==> src/rtl/uart_pkg.sv <==
// -----------------------------------------------------------------------------
// uart_pkg
// Shared definitions for the configurable UART receiver:
//   OVERSAMPLE            - b_tick strobes per serial bit period
//   PAR_NONE/EVEN/ODD     - parity-mode encodings used by the PARITY parameter
//   rx_state_e            - receiver FSM state encoding
//   maj3()                - 2-of-3 majority vote
//   parity_mismatch()     - turns the data^parity XOR into an error flag
// -----------------------------------------------------------------------------
package uart_pkg;

  localparam int OVERSAMPLE = 16;

  localparam int PAR_NONE = 0;
  localparam int PAR_EVEN = 1;
  localparam int PAR_ODD  = 2;

  typedef enum logic [2:0] {
    ST_IDLE      = 3'd0,
    ST_START     = 3'd1,
    ST_DATA      = 3'd2,
    ST_PARITY    = 3'd3,
    ST_STOP      = 3'd4,
    ST_WAIT_IDLE = 3'd5
  } rx_state_e;

  // 2-of-3 majority vote.
  function automatic logic maj3(input logic a, input logic b, input logic c);
    return (a & b) | (a & c) | (b & c);
  endfunction

  // xor_all is the XOR of all data bits and the received parity bit.
  // Even parity expects 0 there, odd parity expects 1.
  function automatic logic parity_mismatch(input logic xor_all, input int mode);
    logic mismatch;
    if (mode == PAR_ODD) begin
      mismatch = ~xor_all;
    end else if (mode == PAR_EVEN) begin
      mismatch = xor_all;
    end else begin
      mismatch = 1'b0;
    end
    return mismatch;
  endfunction

endpackage

==> src/rtl/uart_bit_sampler.sv <==
// -----------------------------------------------------------------------------
// uart_bit_sampler
// Synchronises the asynchronous rx line (2 flops, reset to idle-high) and
// captures three samples of the synchronised line at tick counts 7, 8 and 9
// of the current bit period. voted_bit is the majority of those samples and is
// stable by tick 15, where the receiver FSM consumes it.
// Ports:
//   clk, rst   - clock, asynchronous active-high reset
//   rx         - raw serial input
//   sample_en  - b_tick qualified by "receiver inside a frame"
//   tick_cnt   - current 0..15 tick position within the bit
//   rx_sync    - synchronised rx
//   voted_bit  - majority of the three mid-bit samples
// -----------------------------------------------------------------------------
module uart_bit_sampler
  import uart_pkg::*;
(
  input  logic       clk,
  input  logic       rst,
  input  logic       rx,
  input  logic       sample_en,
  input  logic [3:0] tick_cnt,
  output logic       rx_sync,
  output logic       voted_bit
);

  logic sync1_q, sync2_q;
  logic s7_q, s8_q, s9_q;
  logic s7_d, s8_d, s9_d;

  // Two-flop synchroniser; idle-high reset so a reset never looks like a start bit.
  always_ff @(posedge clk or posedge rst) begin
    if (rst) begin
      sync1_q <= 1'b1;
      sync2_q <= 1'b1;
    end else begin
      sync1_q <= rx;
      sync2_q <= sync1_q;
    end
  end

  // Select which mid-bit sample register captures on this tick.
  always_comb begin
    s7_d = s7_q;
    s8_d = s8_q;
    s9_d = s9_q;
    if (sample_en) begin
      case (tick_cnt)
        4'd7:    s7_d = sync2_q;
        4'd8:    s8_d = sync2_q;
        4'd9:    s9_d = sync2_q;
        default: begin
          s7_d = s7_q;
          s8_d = s8_q;
          s9_d = s9_q;
        end
      endcase
    end else begin
      s7_d = s7_q;
      s8_d = s8_q;
      s9_d = s9_q;
    end
  end

  // Mid-bit sample registers.
  always_ff @(posedge clk or posedge rst) begin
    if (rst) begin
      s7_q <= 1'b1;
      s8_q <= 1'b1;
      s9_q <= 1'b1;
    end else begin
      s7_q <= s7_d;
      s8_q <= s8_d;
      s9_q <= s9_d;
    end
  end

  assign rx_sync   = sync2_q;
  assign voted_bit = maj3(s7_q, s8_q, s9_q);

endmodule

==> src/rtl/uart_rx_cfg.sv <==
// -----------------------------------------------------------------------------
// uart_rx_cfg
// 16x-oversampled UART receiver with configurable data width, parity and
// number of checked stop bits.
// Parameters:
//   DATA_BITS  5..9 data bits per frame
//   PARITY     PAR_NONE / PAR_EVEN / PAR_ODD
//   STOP_BITS  1 or 2 checked stop bits
// Ports:
//   clk, rst    - clock, asynchronous active-high reset
//   b_tick      - one-clk strobe at 16x bit rate
//   rx          - asynchronous serial line, idle high
//   rx_data     - last received word, LSB = first data bit
//   rx_done     - one-clk pulse when a frame completes
//   parity_err  - parity mismatch in last frame (0 when PARITY = PAR_NONE)
//   frame_err   - a checked stop bit was low in last frame
//   break_det   - every data/parity/stop sample of last frame was low
//   rx_busy     - receiver not in IDLE
// -----------------------------------------------------------------------------
module uart_rx_cfg
  import uart_pkg::*;
#(
  parameter int DATA_BITS = 8,
  parameter int PARITY    = 0,
  parameter int STOP_BITS = 1
) (
  input  logic                 clk,
  input  logic                 rst,
  input  logic                 b_tick,
  input  logic                 rx,
  output logic [DATA_BITS-1:0] rx_data,
  output logic                 rx_done,
  output logic                 parity_err,
  output logic                 frame_err,
  output logic                 break_det,
  output logic                 rx_busy
);

  localparam logic [3:0] TICK_LAST = 4'(OVERSAMPLE - 1);
  localparam logic [3:0] BIT_LAST  = 4'(DATA_BITS - 1);
  localparam logic [1:0] STOP_LAST = 2'(STOP_BITS - 1);

  rx_state_e            state_q, state_d;
  logic [3:0]           tick_q, tick_d;
  logic [3:0]           bit_q, bit_d;
  logic [1:0]           stop_q, stop_d;
  logic [DATA_BITS-1:0] shift_q, shift_d;
  logic                 perr_pend_q, perr_pend_d;
  logic                 ferr_pend_q, ferr_pend_d;
  logic                 all_low_q, all_low_d;

  logic [DATA_BITS-1:0] rx_data_q, rx_data_d;
  logic                 rx_done_q, rx_done_d;
  logic                 parity_err_q, parity_err_d;
  logic                 frame_err_q, frame_err_d;
  logic                 break_det_q, break_det_d;
  logic                 rx_busy_q, rx_busy_d;

  logic                 rx_sync;
  logic                 voted_bit;
  logic                 in_frame;
  logic                 sample_en;
  logic                 tick_end;
  logic                 ferr_now;
  logic                 low_now;

  // b_tick only matters while a frame is being timed; IDLE and WAIT_IDLE ignore it.
  assign in_frame  = (state_q == ST_START) || (state_q == ST_DATA) ||
                     (state_q == ST_PARITY) || (state_q == ST_STOP);
  assign sample_en = b_tick & in_frame;
  assign tick_end  = sample_en & (tick_q == TICK_LAST);

  uart_bit_sampler u_sampler (
    .clk       (clk),
    .rst       (rst),
    .rx        (rx),
    .sample_en (sample_en),
    .tick_cnt  (tick_q),
    .rx_sync   (rx_sync),
    .voted_bit (voted_bit)
  );

  // Next-state, datapath and output-register logic of the receiver FSM.
  always_comb begin
    state_d      = state_q;
    tick_d       = tick_q;
    bit_d        = bit_q;
    stop_d       = stop_q;
    shift_d      = shift_q;
    perr_pend_d  = perr_pend_q;
    ferr_pend_d  = ferr_pend_q;
    all_low_d    = all_low_q;
    rx_data_d    = rx_data_q;
    rx_done_d    = 1'b0;
    parity_err_d = parity_err_q;
    frame_err_d  = frame_err_q;
    break_det_d  = break_det_q;

    // Accumulated error / break status including the bit resolved this tick.
    ferr_now = ferr_pend_q | ~voted_bit;
    low_now  = all_low_q & ~voted_bit;

    if (sample_en) begin
      if (tick_q == TICK_LAST) begin
        tick_d = 4'd0;
      end else begin
        tick_d = tick_q + 4'd1;
      end
    end else begin
      tick_d = tick_q;
    end

    case (state_q)
      ST_IDLE: begin
        if (!rx_sync) begin
          state_d     = ST_START;
          tick_d      = 4'd0;
          bit_d       = 4'd0;
          stop_d      = 2'd0;
          perr_pend_d = 1'b0;
          ferr_pend_d = 1'b0;
          all_low_d   = 1'b1;
        end else begin
          state_d = ST_IDLE;
        end
      end

      ST_START: begin
        if (tick_end) begin
          // A voted 1 means the low level was noise: drop back silently.
          if (!voted_bit) begin
            state_d = ST_DATA;
          end else begin
            state_d = ST_IDLE;
          end
        end else begin
          state_d = ST_START;
        end
      end

      ST_DATA: begin
        if (tick_end) begin
          // Right shift with insert at MSB leaves the first bit at the LSB.
          shift_d   = {voted_bit, shift_q[DATA_BITS-1:1]};
          all_low_d = low_now;
          if (bit_q == BIT_LAST) begin
            bit_d = 4'd0;
            if (PARITY != PAR_NONE) begin
              state_d = ST_PARITY;
            end else begin
              state_d = ST_STOP;
            end
          end else begin
            bit_d = bit_q + 4'd1;
          end
        end else begin
          state_d = ST_DATA;
        end
      end

      ST_PARITY: begin
        if (tick_end) begin
          perr_pend_d = parity_mismatch((^shift_q) ^ voted_bit, PARITY);
          all_low_d   = low_now;
          state_d     = ST_STOP;
        end else begin
          state_d = ST_PARITY;
        end
      end

      ST_STOP: begin
        if (tick_end) begin
          ferr_pend_d = ferr_now;
          all_low_d   = low_now;
          if (stop_q == STOP_LAST) begin
            stop_d    = 2'd0;
            rx_done_d = 1'b1;
            rx_data_d = shift_q;
            if (PARITY == PAR_NONE) begin
              parity_err_d = 1'b0;
            end else begin
              parity_err_d = perr_pend_q;
            end
            frame_err_d = ferr_now;
            break_det_d = low_now;
            // After a framing error the line may still be held low (break);
            // wait for it to go high before hunting for a new start bit.
            if (ferr_now) begin
              state_d = ST_WAIT_IDLE;
            end else begin
              state_d = ST_IDLE;
            end
          end else begin
            stop_d = stop_q + 2'd1;
          end
        end else begin
          state_d = ST_STOP;
        end
      end

      ST_WAIT_IDLE: begin
        if (rx_sync) begin
          state_d = ST_IDLE;
        end else begin
          state_d = ST_WAIT_IDLE;
        end
      end

      default: begin
        state_d = ST_IDLE;
      end
    endcase

    rx_busy_d = (state_d != ST_IDLE);
  end

  // State, counters, datapath and registered outputs.
  always_ff @(posedge clk or posedge rst) begin
    if (rst) begin
      state_q      <= ST_IDLE;
      tick_q       <= 4'd0;
      bit_q        <= 4'd0;
      stop_q       <= 2'd0;
      shift_q      <= '0;
      perr_pend_q  <= 1'b0;
      ferr_pend_q  <= 1'b0;
      all_low_q    <= 1'b0;
      rx_data_q    <= '0;
      rx_done_q    <= 1'b0;
      parity_err_q <= 1'b0;
      frame_err_q  <= 1'b0;
      break_det_q  <= 1'b0;
      rx_busy_q    <= 1'b0;
    end else begin
      state_q      <= state_d;
      tick_q       <= tick_d;
      bit_q        <= bit_d;
      stop_q       <= stop_d;
      shift_q      <= shift_d;
      perr_pend_q  <= perr_pend_d;
      ferr_pend_q  <= ferr_pend_d;
      all_low_q    <= all_low_d;
      rx_data_q    <= rx_data_d;
      rx_done_q    <= rx_done_d;
      parity_err_q <= parity_err_d;
      frame_err_q  <= frame_err_d;
      break_det_q  <= break_det_d;
      rx_busy_q    <= rx_busy_d;
    end
  end

  assign rx_data    = rx_data_q;
  assign rx_done    = rx_done_q;
  assign parity_err = parity_err_q;
  assign frame_err  = frame_err_q;
  assign break_det  = break_det_q;
  assign rx_busy    = rx_busy_q;

endmodule

==> config.mk <==
export PLATFORM = sky130hd
export DESIGN_NAME = uart_rx_cfg
export DESIGN_NICKNAME = d
export VERILOG_FILES = /design/src/rtl/uart_pkg.sv /design/src/rtl/uart_bit_sampler.sv /design/src/rtl/uart_rx_cfg.sv
export SDC_FILE = /design/constraint.sdc
export NUM_CORES = 1
export LEC_CHECK = 0
export BUFFER_PORTS_ARGS = -buffer_cell sky130_fd_sc_hd__buf_4
export CELL_PAD_IN_SITES_DETAIL_PLACEMENT = 1
export CELL_PAD_IN_SITES_GLOBAL_PLACEMENT = 2
export CORE_AREA = 2 2 71 73
export DETAILED_ROUTE_END_ITERATION = 16
export DIE_AREA = 0 0 73 75
export MAX_ROUTING_LAYER = met4
export PLACE_DENSITY_LB_ADDON = 0.1
export SLEW_MARGIN = 15
export SYNTH_ARGS = -nofsm -noshare
export SYNTH_HDL_FRONTEND = slang
export SYNTH_SLANG_ARGS = --single-unit
==> constraint.sdc <==
create_clock -name clk -period 5.4 [get_ports clk]
set_clock_uncertainty 0.1 [all_clocks]
set_input_delay 0 -clock clk [delete_from_list [all_inputs] [get_ports clk]]
set_output_delay 0 -clock clk [all_outputs]
set_load 0.02 [all_outputs]
==> summary.md <==
| Metric | Value |
|---|---|
| Routability cong. | `about 0.80` |
| DRC Markers | `0` |
| Synthesis-to-layout area growth | `14.31%` |
| Drt pass-1 iters | `4` |
| Die height | `75 µm` |
| Reg area | `between 1000 and 1500 µm²` |
| Dpl cell area | `just over 2000 µm²` |
| Max VDD drop | `~170 µV` |
| Initial Util | `0.4070` |
| WHS | `0.1943 ns` |
| Io pins | `17` |
| Design area | `approximately 2200 µm²` |
| Pwr Density | `~400 nW/µm²` |
| Max-slew violations | `0` |
| Final wirelength | `about 3800 µm` |
| Largest net degree at the start of global routing | `41` |
| Core area | `between 4000 and 5000 µm²` |
| Fin crit share | `0.4612` |
| Synthesized flop and latch total | `40` |
| Setup tns final | `0 ns` |
| Post-synth top area share | `0.4617` |
| Post-synth EDFFs | `0` |
| Leak Pwr | `between 1 and 1.5 nW` |
| Setup Viol. Count Final | `0` |
| Post-synth top area cell | `dfrtp_1` |
| Crit-path max cell delay | `~0.57 ns` |
| Required time worst endpoint | `5.47 ns` |
| Initial drt markers | `55` |
| TritonCTS clock tree | `yes` |
| CP delay by family, top | `simple AND/OR/NAND/NOR gates` |
| Final net count | `190` |
| Synthesis warning total | `0` |
| Crit path DAT | `between 2 and 3 ns` |
| Setup Fix Bufs, Post-CTS | `0` |
| Post-layout min period | `about 2.5 ns` |
| Synth cell types | `42` |
| GRT Overall Usage | `0.1630` |
| Fraction of layout cells with a size suffix above 1 | `0.2983` |
| Vias per cell | `between 5 and 6` |
| Final antenna-violating net count | `0` |
| # clock sinks | `40` |
| Synth Net Count | `about 170` |
| Cts bufs inserted | `5` |
| CTS H-tree depth | `2` |
| Clk slew on worst S/H paths | `~0.08 ns` |
| Ant. Diodes | `0` |
| CTS Root Cell | `clkbuf_8` |
| Slew @ Worst Pin | `around 0.60 ns` |
| Fillcell total | `slightly above 500` |
| Fraction of registers with async set/reset | `1.000` |
| Clk_lat worst skew | `roughly 0.28 ns` |
| Sequential area share after synthesis | `0.5310` |
| # Max-Cap Violations | `0` |
| CP Launch Type | `flip-flop` |
| Setup CP Type | `reg2reg` |
| Number of port buffers | `15` |
| Synth area leaders | `dfrtp_1 46%, mux2_2 12%, dfstp_2 6.9%, ha_1 4.0%, nand2_1 2.8%` |
| WL per Instance | `16.22 µm` |
| Chip width | `roughly 73 µm` |
| Hold Violations, Final | `0` |
| Critical path, cell by cell | `ha_1 -> and4_1 -> nand4_1 -> mux2_2` |
| Synth top cells by count | `35 x dfrtp_1, 20 x mux2_2, 14 x nand2_1, 9 x nand3_1, 7 x inv_1` |
| Status | `complete, no violations` |
| Routed via count | `about 1300` |
| Worst path bufs/invs | `0` |
| Die ar. | `between 5000 and 6000 µm²` |
| Crit. End Element | `flip-flop` |
| Multi-input logic area | `815.8 µm²` |
| Top-count cell post-synth | `dfrtp_1` |
| Fmax | `401.5 MHz` |
| Clk buf depth | `2` |
| CP max FO | `13` |
| Max_slew headroom | `0.5973` |
| Vias in the first global route | `around 1400` |
| Unrepaired setup endpoints after global routing | `no` |
| Dominant synthesized flop cell | `dfrtp_1` |
| Mapped cell area | `~1900 µm²` |
| Post-Syn Instances | `163` |
| First-pass GRT wire length | `6561 µm` |
| Initial antenna violation count | `0` |
| GR Overflow Total | `0` |
| Row cnt | `25` |
| Hold crit path type | `in2reg` |
| Critical-path top delay cell | `nand4_1` |
| Final HPWL DP | `approximately 2600 µm` |
| Syn Area/Cell | `11.64 µm²` |
==> worst reg2reg max path: stages, from the launching register on <==
cell and delay [ns]:
dfrtp_1 0.46, ha_1 0.28, and4_1 0.49, nand4_1 0.57, mux2_2 0.47
==> layout make-up <==
type,instances,share of cell area
inverter,7,0.01212
clock buffer,5,0.03174
timing repair buffer,18,0.06463
multi-input combinational,108,0.3762
sequential,40,0.4645
clock inverter,3,0.01962
tap,54,0.03116
==> repair_timing <==
| item | 4_1_cts | 5_1_grt |
|---|---|---|
| hold buffers | 2 | 0 |
| resized for setup | 0 | 0 |
| setup endpoints to repair | 0 | 0 |
| endpoints found under the hold margin | 36 | 0 |
==> cell usage in the layout, fill, tap and decap left out, drive strengths merged, types with 3 or more instances in the layout <==
master / instances
dfstp: 5
a21oi: 5
nand2: 14
ha: 6
o31ai: 3
buf: 16
nand2b: 5
mux2i: 3
and3: 4
mux2: 20
o21ai: 6
nor2: 6
clkbuf: 5
nand3: 9
dfrtp: 35
inv: 7
==> per-layer routing <==
layer	share of wire	GRT usage	wire length, µm
met5	0	-	0
met4	0.0047	0.06379	18
met3	0.020	0.02811	77
met2	0.51	0.2633	1952
met1	0.46	0.2050	1762
==> state kept, by name, indices dropped and copies added, names as in the netlist, 2 cells and up <==
signal / count
shift_q: 8
rx_data: 8
state_q: 3
stop_q: 2
tick_q: 4
bit_q: 4
==> power breakdown <==
group	internal, mW	switching, mW
logic	0.0906	0.108
clock network	0.137	0.101
registers	0.354	0.0671
==> worst paths after layout <==
kind                                             start                          end  slack, ns  depth (start not counted)
max                                tick_q[0]$_DFF_PP0_       rx_data[3]$_DFFE_PP0P_       2.91                          4
max in group asynchronous                          rst  u_sampler.rx_sync$_DFF_PP1_       4.51                          4
min reg2reg                u_sampler.sync1_q$_DFF_PP1_  u_sampler.rx_sync$_DFF_PP1_       0.26                          0
max reg2reg                        tick_q[0]$_DFF_PP0_       rx_data[3]$_DFFE_PP0P_       2.91                          4
min in group asynchronous                          rst          tick_q[3]$_DFF_PP0_       0.33                          4
min                                             b_tick          tick_q[3]$_DFF_PP0_       0.19                          3
==> cell families (layout without fill, tap and decap cells) <==
family / count (synthesis) / after routing / share of synthesized area
other: 1 / 1 / 0.001977
AO/OA/AOI/OAI: 21 / 21 / 0.06992
flip-flops: 40 / 40 / 0.5310
buffers and inverters: 15 / 33 / 0.03892
adder cells (fa/ha/maj): 7 / 7 / 0.04485
AND/OR/NAND/NOR: 56 / 56 / 0.1788
multiplexers: 23 / 23 / 0.1346
==> per-stage QoR <==
step / utilization / instances / worst slack [ns] / power, mW
2_1_floorplan: - / 163 / 3.367 / 0.5675
3_3_place_gp: 0.4370 / 225 / 3.058 / 0.6128
3_5_place_dp: 0.4370 / 225 / 2.877 / 0.6264
4_1_cts: 0.4652 / 235 / 2.840 / 0.8699
5_1_grt: 0.4652 / 235 / 2.651 / 0.9171
6_report: 0.4652 / 235 / 2.910 / 0.8577
Note: power is estimated with default switching activity, not from simulation.
